--- config.mk ---
export PLATFORM = sky130hd
export DESIGN_NAME = csr_test_monitor
export DESIGN_NICKNAME = d
export VERILOG_FILES = /design/src/rtl/csr_test_pkg.sv /design/src/rtl/sat_counter.sv /design/src/rtl/csr_test_monitor.sv
export SDC_FILE = /design/constraint.sdc
export NUM_CORES = 1
export LEC_CHECK = 0
export CELL_PAD_IN_SITES_DETAIL_PLACEMENT = 0
export CELL_PAD_IN_SITES_GLOBAL_PLACEMENT = 1
export CORE_AREA = 2 2 120 122
export DETAILED_ROUTE_END_ITERATION = 10
export DIE_AREA = 0 0 122 124
export GPL_TIMING_DRIVEN = 0
export PLACE_DENSITY_LB_ADDON = 0.12
export SETUP_SLACK_MARGIN = 0.05
export SYNTH_ARGS = -nofsm -noshare
export SYNTH_HDL_FRONTEND = slang
export SYNTH_SLANG_ARGS = --single-unit
--- constraint.sdc ---
create_clock -name clk -period 3.9 [get_ports clk]
set_clock_uncertainty 0.1 [all_clocks]
set_input_delay 0.975 -clock clk [delete_from_list [all_inputs] [get_ports clk]]
set_output_delay 0.975 -clock clk [all_outputs]
set_load 0.01 [all_outputs]
--- src/rtl/csr_test_pkg.sv ---
// rtl/csr_test_pkg.sv - shared constants for the CSR tohost test monitor
package csr_test_pkg;

  // Status / state encoding, also driven directly on the status port
  localparam logic [2:0] ST_HOLDOFF = 3'd0;
  localparam logic [2:0] ST_RUN     = 3'd1;
  localparam logic [2:0] ST_PASS    = 3'd2;
  localparam logic [2:0] ST_FAIL    = 3'd3;
  localparam logic [2:0] ST_TIMEOUT = 3'd4;

  // Address of the tohost CSR that software writes its verdict to
  localparam logic [11:0] CSR_TOHOST = 12'h51E;

  // True for the three states in which the run has been judged
  function automatic logic is_terminal(input logic [2:0] st);
    return (st == ST_PASS) || (st == ST_FAIL) || (st == ST_TIMEOUT);
  endfunction

endpackage

--- src/rtl/sat_counter.sv ---
// rtl/sat_counter.sv - counter with synchronous clear that sticks at all-ones
module sat_counter #(
  parameter int unsigned WIDTH = 32
) (
  input  logic             clk,
  input  logic             rst,
  input  logic             clr,
  input  logic             inc,
  output logic [WIDTH-1:0] count
);

  // Clear wins over increment; once all-ones the value is held rather than wrapping
  always_ff @(posedge clk) begin
    if (rst || clr) begin
      count <= '0;
    end else if (inc && (count != {WIDTH{1'b1}})) begin
      count <= count + WIDTH'(1);
    end
  end

endmodule

--- src/rtl/csr_test_monitor.sv ---
// rtl/csr_test_monitor.sv - classifies a test run as PASS/FAIL/TIMEOUT from tohost writes
module csr_test_monitor
  import csr_test_pkg::*;
#(
  parameter int unsigned TIMEOUT_CYCLES = 4_000_000,
  parameter int unsigned START_DELAY    = 10,
  parameter logic [31:0] PASS_CODE      = 32'h1,
  parameter int unsigned CNT_WIDTH      = 32
) (
  input  logic                 clk,
  input  logic                 rst,
  input  logic                 csr_we,
  input  logic [11:0]          csr_addr,
  input  logic [31:0]          csr_wdata,
  input  logic                 instr_retire,
  input  logic                 clear,
  output logic [2:0]           status,
  output logic                 done,
  output logic                 done_pulse,
  output logic [31:0]          result,
  output logic [CNT_WIDTH-1:0] cycle_count,
  output logic [CNT_WIDTH-1:0] retire_count
);

  // Holdoff counter only needs to reach START_DELAY-1
  localparam int unsigned HW = (START_DELAY > 1) ? $clog2(START_DELAY) : 1;

  logic [2:0]    state;
  logic [2:0]    next_state;
  logic [HW-1:0] hold_cnt;
  logic          hold_done;
  logic          valid_wr;
  logic          is_pass;
  logic          timeout_hit;
  logic          done_d;
  logic          pulse_d;

  assign hold_done = (hold_cnt == HW'(START_DELAY - 1));
  assign valid_wr  = csr_we && (csr_addr == CSR_TOHOST) && (csr_wdata != 32'd0);
  assign is_pass   = (csr_wdata == PASS_CODE);
  // Compared in 64 bits so a narrowed counter saturates instead of aliasing the limit
  assign timeout_hit = (64'(cycle_count) == 64'(TIMEOUT_CYCLES - 1));

  // State register
  always_ff @(posedge clk) begin
    if (rst) begin
      state <= ST_HOLDOFF;
    end else begin
      state <= next_state;
    end
  end

  // Next-state: clear overrides everything, a valid write beats the timeout
  always_comb begin
    next_state = state;
    if (clear) begin
      next_state = ST_HOLDOFF;
    end else begin
      case (state)
        ST_HOLDOFF: if (hold_done) next_state = ST_RUN;
        ST_RUN: begin
          if (valid_wr) begin
            next_state = is_pass ? ST_PASS : ST_FAIL;
          end else if (timeout_hit) begin
            next_state = ST_TIMEOUT;
          end
        end
        ST_PASS, ST_FAIL, ST_TIMEOUT: next_state = state;
        default: next_state = ST_HOLDOFF;
      endcase
    end
  end

  // Output decode from the upcoming state so done/done_pulse register alongside it
  always_comb begin
    done_d  = is_terminal(next_state);
    pulse_d = is_terminal(next_state) && !is_terminal(state);
  end

  // Registered flags and the latched tohost value
  always_ff @(posedge clk) begin
    if (rst || clear) begin
      done       <= 1'b0;
      done_pulse <= 1'b0;
      result     <= 32'd0;
    end else begin
      done       <= done_d;
      done_pulse <= pulse_d;
      if ((state == ST_RUN) && valid_wr) begin
        result <= csr_wdata;
      end
    end
  end

  // Holdoff delay counter, restarted whenever we are not in HOLDOFF
  always_ff @(posedge clk) begin
    if (rst || clear || (state != ST_HOLDOFF)) begin
      hold_cnt <= '0;
    end else if (!hold_done) begin
      hold_cnt <= hold_cnt + HW'(1);
    end
  end

  assign status = state;

  sat_counter #(.WIDTH(CNT_WIDTH)) u_cycle_cnt (
    .clk   (clk),
    .rst   (rst),
    .clr   (clear),
    .inc   (state == ST_RUN),
    .count (cycle_count)
  );

  sat_counter #(.WIDTH(CNT_WIDTH)) u_retire_cnt (
    .clk   (clk),
    .rst   (rst),
    .clr   (clear),
    .inc   ((state == ST_RUN) && instr_retire),
    .count (retire_count)
  );

endmodule

# Word level (Yosys, flattened, before mapping)

Cells that the tools add are included.

Bits in registers: 105
Input port bits: 49
Output and inout port bits: 101
Word-level logic and storage cells: 47

Add/subtract/negate cells: 3
Equality and inequality tests: 13
Mux-type cells: 6
Reduce and logical (&&, ||, !) cells: 18

Operators with widths:

| operator                | number |
|---|---|
| $add A32 B1 Y32 const B | 2 |
| $ne A32 B32 Y1 const B  | 2 |
| $eq A32 B1 Y1 const B   | 1 |
| $eq A32 B22 Y1 const B  | 1 |
| $reduce_bool A32 Y1     | 1 |
| $eq A12 B11 Y1 const B  | 1 |
| $eq A3 B2 Y1 const B    | 4 |
| $mux W3                 | 4 |
| $pmux W3 S3             | 1 |
| $logic_and A1 B1 Y1     | 7 |
| $eq A3 B3 Y1 const B    | 2 |
| $logic_or A1 B1 Y1      | 6 |
| $add A4 B1 Y4 const B   | 1 |
| $eq A4 B4 Y1 const B    | 1 |
| $eq A3 B1 Y1 const B    | 1 |
| $logic_not A3 Y1        | 1 |
| $reduce_bool A3 Y1      | 1 |
| $reduce_or A3 Y1        | 1 |
| $logic_not A1 Y1        | 1 |
| $mux W1                 | 1 |

# Longest topological paths before layout

Gate-level depths: netlist of the first run.

Depth in word-level cells: 10
Depth in mapped cells: 8
Gate-level depth less buffers: 7

# Modules after synthesis

A second synthesis of the first run with hierarchy kept.

Cell total of the unflattened synthesis: 594
Area total of the unflattened synthesis: 5193.7 um2

Modules (own cells, without submodules):

| module           | instances | cells an instance | area each (um2) | seq. area each (um2) |
|---|---|---|---|---|
| sat_counter      | 2         | 189               | 1681.6          | 640.6 |
| csr_test_monitor | 1         | 216               | 1830.5          | 820.8 |

# Worst setup path before layout of the first run

No wires, ideal clock.

Path kind: input-to-reg
From: in csr_addr[7]
To: reg result[18]
Setup time: 0.129 ns
Arrival time: 2.460 ns
Required time: 3.671 ns
Path slack: 1.212 ns
Cell stages on the path: 6
Path buffers: 1
Path through: or4b_1 nor4_4 o311ai_2 clkbuf_1 nand3_1 o21ai_0

Cells in the longest elaborated chain, start to end: 4

Ends and longest elaborated chain:

| what                              | line                   | RTL |
|---|---|---|
| start, declared                   | csr_test_monitor.sv:13 | `input logic [11:0] csr_addr,` |
| $eq A12 B11 Y1                    | csr_test_monitor.sv:39 | `assign valid_wr = csr_we && (csr_addr == CSR_TOHOST) && (csr_wdata != 32'd0);` |
| $logic_and A1 B1 Y1 (2 in series) | csr_test_monitor.sv:39 |  |
| $logic_and A1 B1 Y1               | csr_test_monitor.sv:89 | `if ((state == ST_RUN) && valid_wr) begin` |
| end signal, assigned              | csr_test_monitor.sv:90 | `result <= csr_wdata;` |
| end, declared                     | csr_test_monitor.sv:20 | `output logic [31:0] result,` |

No other way between the ends.
A chain may end at the register's enable or synchronous reset.

# Worst setup path in the final report of the first run

From: in csr_wdata[17]
To: reg result[20]

Cells in the longest elaborated chain, start to end: 3

Ends and longest elaborated chain:

| what                | line                   | RTL |
|---|---|---|
| start, declared     | csr_test_monitor.sv:14 | `input logic [31:0] csr_wdata,` |
| $reduce_bool A32 Y1 | csr_test_monitor.sv:39 |  |
| $logic_and A1 B1 Y1 | csr_test_monitor.sv:39 |  |
| $logic_and A1 B1 Y1 | csr_test_monitor.sv:89 |  |

No other way between the ends.

==> reports/results.ini, run 1 <==
[critical_path]
crit_family=buffers and inverters
crit_chain=clkdlybuf4s50_1 -> nor4_1 -> nand4_1 -> o311ai_2 -> clkbuf_1 -> nand3_1 -> o21ai_0
r2r_setup_slack_ns=1.28
worst-path-buf-inv=2
critical_path.slowest_cell=o311ai_2
timing.rr.end=u_retire_cnt.count[15]
rr_worst_depth=6
critPathKind=input port to flip-flop
endpoint_kind=flip-flop
crit_required_ns=4.08
reg2reg_from=u_retire_cnt.count[0]
arrival_ns=3.33
cpPeakStageDelay_ns=0.65
startpoint_type=input port
crit_path_max_fanout=10

[cells_and_area]
nFillCells=1364
syn_to_final_growth_pct=40.23
antenna_cells=0
multi_input_area_um2=2764
nets=827
fin_cells=958
fin_util=0.5172
finalInstanceArea_um2=7096
ff_latch_area_um2=2102
layout-drive-gt1-share=0.05527

[detailed_routing]
dr.pass1.iters=6
avgRoutedWirePerCell_um=16.72
drt-initial-drc-count=414
vias=5341
vias_per_cell=5.575
finalWirelength_mm=16.02
drtAntennaViolNets=0
route.detailed.drc=0

[timing]
setup_tns_ns=0
slew_headroom=0.5187
period_share=0.8086
max_freq_mhz=317.1
worst_pin_slew_ns=0.7154
fin_crit_ns=3.154
hold_ws_ns=0.3663
grt_setup_unrepaired=no
slew_violations=0
hold_viol_final=0
setup_viol=0

[synth]
synth_edf_count=0
syn_area_per_cell_um2=8.241
yosys-top-cells-area=dfxtp_1 42%, o21ai_0 6.2%, nand3_1 5.5%, nand2_1 5.3%, a21oi_1 5.0%
synth_top_family_by_area=simple AND/OR/NAND/NOR gates
synth_common_cells=105 x dfxtp_1, 71 x nand2_1, 63 x o21ai_0
yosysWarningCount=0
synthCells=614
synthMuxAreaShare=0.01385
ys_seq_area_frac=0.4154
synth_top_area_frac=0.4154
async_flop_share=0
yosysUniqueCellTypes=51
synth_fp_nets=667
synth-simple-area-share=0.3311
yosysTopAreaCell=dfxtp_1
yosys.area_share.adder=0.009891
ys_seq_elements=105
synthFlopType=dfxtp_1
yosys.cell_count.top_type=dfxtp_1
synth.cell_area_um2=5060
synth_compound_area_frac=0.1793
synthXorXnorAreaFrac=0.01212

[die]
coreArea_um2=13720
rows=43
die_h_um=124
pin_count=150
die_area_um2=15130
die_x_um=122
start_util=0.3688

[power]
leakagePower_nw=2.128
powerDensity_nw_per_um2=304.6
vdd_ir_drop_max_uv=192.2

[global_routing]
gr-total-overflow=0
grt_max_degree=17
antenna_found_initial=0
grt_pass1_vias=4983
grt_usage=0.2120
grt_first_pass_wirelength_mm=25.43

[placed_design]
placed_cells=943
gp_congestion=0.8635
dpl.hpwl_mm=11.89
dpl-instance-area_um2=6777
io_buffer_count=149

[clock_tree]
cts.clk_slew.worst_paths_ns=0.07
insertion_delay_ns=0.35
cts_buffer_depth=2
cts.sink_count=105
clock-root-buffer=clkbuf_16
cts_resized=0
tritoncts.num_buffers=9
cts_tree=done
cts_setup_buffers=0
cts_htree_levels=3
cts_hold_buffers=0

[hold_path]
hold_depth=2
min_to=result[6]
min_path_type=flip-flop to flip-flop
holdCritStartpoint=result[6]

[flow_run]
cap_violations=0

[outcome]
status=finished, final reports clean

## how the worst max path moves through the flow
stage | start | to | slack (ns) | cells past startpoint
finish | csr_wdata[17] | result[20] | 0.75 | 7
global route | csr_wdata[17] | result[12] | 0.50 | 7
CTS | csr_wdata[17] | result[20] | 0.70 | 7
detailed placement | csr_wdata[17] | result[20] | 0.34 | 7
global placement | csr_wdata[17] | result[21] | 0.38 | 7
floorplan | csr_addr[7] | result[18] | 1.21 | 6
## tightest hold or removal path, cell delays in order (launching register included)
cell and delay (ns):
dfxtp_1 0.31, nand3_1 0.06, o21ai_1 0.05
## where the power goes
| part | switching (mW) | internal, mW | leakage [nW] |
|---|---|---|---|
| clock | 0.408 | 0.576 | 0.151 |
| sequential | 0.00126 | 1.07 | 0.845 |
| combinational | 0.0509 | 0.0535 | 1.13 |
| total | 0.460 | 1.70 | 2.13 |
## final cells by class
class	instances	share of cell area
Clock buffer	10	0.03368
Inverter	9	0.004761
Sequential cell	105	0.2962
Buffer	34	0.02257
Timing Repair Buffer	149	0.2102
Clock inverter	5	0.01129
Multi-Input combinational cell	466	0.3895
Tap cell	180	0.03174
## sequential cells by signal, summed over array words and instances, names as in the netlist
| signal | cells |
|---|---|
| hold_cnt | 4 |
| u_retire_cnt.count | 32 |
| status | 3 |
| done_pulse | 1 |
| done | 1 |
| u_cycle_cnt.count | 32 |
| result | 32 |
## through the flow
step / worst slack [ns] / total power, mW
2_1_floorplan: 1.212 / 1.130
3_3_place_gp: 0.3787 / 1.202
3_5_place_dp: 0.3385 / 1.203
4_1_cts: 0.6975 / 2.180
5_1_grt: 0.5034 / 2.230
6_report: 0.7463 / 2.161
## layer usage
metal  global-route usage  share of wire  vias to the layer above
met4              0.05532          0.010                        0
met1               0.2850           0.47                     2567
met5                    0              0                        -
met3              0.04579          0.058                        9
met2               0.3457           0.47                      126
li1                     -              -                     2639
## cells in the final DEF (no fill, tap or decap), drive strengths merged, types with 2 or more instances in the layout
cell type and n:
nand4 24, bufinv 2, o31ai 21, clkinvlp 2, nand3 56, ha 4, inv 9, nor2 23
o2111ai 3, nand2 71, buf 10, mux2i 7, nor4 19, nor3 6, or3 40, and4 7
xnor2 3, clkbuf 34, nor4b 3, dfxtp 105, and3 2, o211ai 6, clkdlybuf4s50 149, o21ai 65
nand2b 3, or4 22, a21oi 51, o21a 3, o31a 3, nand3b 2, or2 6, xor2 4
## kinds of logic (layout without fill, tap and decap cells)
group	count (synthesis)	count (layout)
simple gates	292	292
compound gates	156	156
flops	105	105
buf+inv	43	207
xor+xnor	7	7
mux	7	7
fa+ha+maj	4	4
No activity file was read; power rests on OpenSTA's default activity.
==> inputs of run 2 (changes only) <==
--- a/config.mk
+++ b/config.mk
@@ -7,9 +7,9 @@
 export LEC_CHECK = 0
 export CELL_PAD_IN_SITES_DETAIL_PLACEMENT = 0
 export CELL_PAD_IN_SITES_GLOBAL_PLACEMENT = 1
-export CORE_AREA = 2 2 120 122
+export CORE_AREA = 2 2 125 127
 export DETAILED_ROUTE_END_ITERATION = 10
-export DIE_AREA = 0 0 122 124
+export DIE_AREA = 0 0 127 129
 export GPL_TIMING_DRIVEN = 0
 export PLACE_DENSITY_LB_ADDON = 0.12
 export SETUP_SLACK_MARGIN = 0.05
==> constraint.sdc (replaced) <==
create_clock -name clk -period 3 [get_ports clk]
set_clock_uncertainty 0.1 [all_clocks]
set_input_delay 0.75 -clock clk [delete_from_list [all_inputs] [get_ports clk]]
set_output_delay 0.75 -clock clk [all_outputs]
set_load 0.01 [all_outputs]
==> run 2 against run 1 <==
  * Non-clock buffer count unchanged
  * Global-route usage down 1.3 points
  * Via count down 0.13%
  * Register-to-register slack worse by 0.87 ns
  * Largest power group unchanged
  * Worst setup slack worse by 0.60 ns
  * Power up 27%
  * Hold slack worse by 0.00070 ns
  * Die area up 8.3%
  * Critical path depth unchanged
==> reports/results.ini, run 2 (synthesis results as in run 1) <==
[power]
powerDensity_nw_per_um2=386.8
leakagePower_nw=2.120
p_sw_frac=0.2297
vdd_ir_drop_max_uv=253.9
switching_power_mw=0.6310
finalPower_mw=2.747
p_int_mw=2.116
pwr-share-comb=0.049
p_seq_frac=0.508
clkPwrFrac=0.443

[placed_design]
dpl.hpwl_mm=12.08
gp_congestion=0.8215
io_buffer_count=149
dpl-instance-area_um2=6787

[timing]
worst_pin_slew_ns=0.7916
hold_ws_ns=0.3656
slew_violations=0
hold_viol_final=0
setup_viol=0
max_freq_mhz=350.3
grt_setup_unrepaired=yes
setup_tns_ns=0
period_share=0.9516
fin_crit_ns=2.855
slew_headroom=0.4674

[detailed_routing]
route.detailed.drc=0
drtAntennaViolNets=0
vias=5334
dr.pass1.iters=5
finalWirelength_mm=16.20
drt-initial-drc-count=324
avgRoutedWirePerCell_um=16.75
vias_per_cell=5.516

[die]
die_h_um=129
die_x_um=127
die_area_um2=16380
coreArea_um2=14980
rows=45
pin_count=150
start_util=0.3378

[clock_tree]
cts_hold_buffers=0
clock-root-buffer=clkbuf_16
cts_htree_levels=3
cts.clk_slew.worst_paths_ns=0.08
cts_tree=done
cts_setup_buffers=0
tritoncts.num_buffers=9
insertion_delay_ns=0.35
cts.sink_count=105
cts_buffer_depth=2

[outcome]
status=finished, final reports clean

[critical_path]
critPathKind=input port to flip-flop
arrival_ns=3.03
crit_path_max_fanout=10
endpoint_kind=flip-flop
startpoint_type=input port
crit_required_ns=3.18

[cells_and_area]
final_cell_mix=149 x clkdlybuf4s50_1, 105 x dfxtp_1, 71 x nand2_1
nets=827
antenna_cells=0
syn_to_final_growth_pct=40.38
reg.largest.list=result x32, u_cycle_cnt.count x32, u_retire_cnt.count x32
finalInstanceArea_um2=7103
layout-drive-gt1-share=0.05905
layout_commonest_cell=clkdlybuf4s50_1

[global_routing]
grt_usage=0.1988
gr-total-overflow=0
antenna_found_initial=0
grt_first_pass_wirelength_mm=26.15
grt_max_degree=19
grt_pass1_vias=5074

[flow_run]
cap_violations=0

[hold_path]
min_path_type=flip-flop to flip-flop

-- run 2: metrics by stage --
| step | instances | setup slack, ns | util |
|---|---|---|---|
| finish | 967 | 0.1453 | 0.4743 |
| global route | 967 | 0.006146 | 0.4743 |
| CTS | 967 | 0.1615 | 0.4741 |
| detailed placement | 951 | -0.3314 | 0.4531 |
| global placement | 951 | -0.3181 | 0.4531 |
| floorplan | 614 | 0.5368 | - |
-- run 2: timing repair --
action	CTS	global route
endpoints found under the setup margin	1	14
pin swaps	0	0
gates resized for setup	1	4
-- run 2: final timing paths --
check | start | to | slack, ns | cells past startpoint
setup reg to reg | status[0] | u_cycle_cnt.count[4] | 0.41 | 7
hold reg to reg | result[17] | result[17] | 0.37 | 2
setup / recovery | csr_wdata[17] | result[31] | 0.15 | 7
hold / removal | result[17] | result[17] | 0.37 | 2
-- run 2: layout make-up --
type | instances | area (um^2)
clock buffer | 9 | 225.2
fill | 1511 | 7874
inverter | 9 | 33.78
buffer | 34 | 162.7
clock inverter | 7 | 78.83
multi-input combinational | 466 | 2774
tap | 188 | 235.2
sequential | 105 | 2102
timing repair buffer | 149 | 1491
-- run 2: worst max-delay path: stages --
cell and delay (ns):
clkdlybuf4s50_1 0.42, nor4_1 0.37, nand4_1 0.30, o311ai_4 0.52
clkbuf_1 0.43, nand3_1 0.13, o21ai_0 0.10
-- run 2: metal layers --
metal	up-vias	track usage	share of wire
li1	2648	-	-
met1	2533	0.2517	0.45
met2	143	0.3283	0.46
met3	10	0.07110	0.071
met4	0	0.04266	0.0096
met5	-	0	0
-- run 2: power groups by stage --
stage | Combinational (mW) | Sequential, mW | Clock, mW
2_1_floorplan | 0.0415 | 1.43 | 0
3_3_place_gp | 0.133 | 1.43 | 0
3_5_place_dp | 0.135 | 1.43 | 0
4_1_cts | 0.136 | 1.39 | 1.25
5_1_grt | 0.145 | 1.40 | 1.31
6_report | 0.135 | 1.39 | 1.22
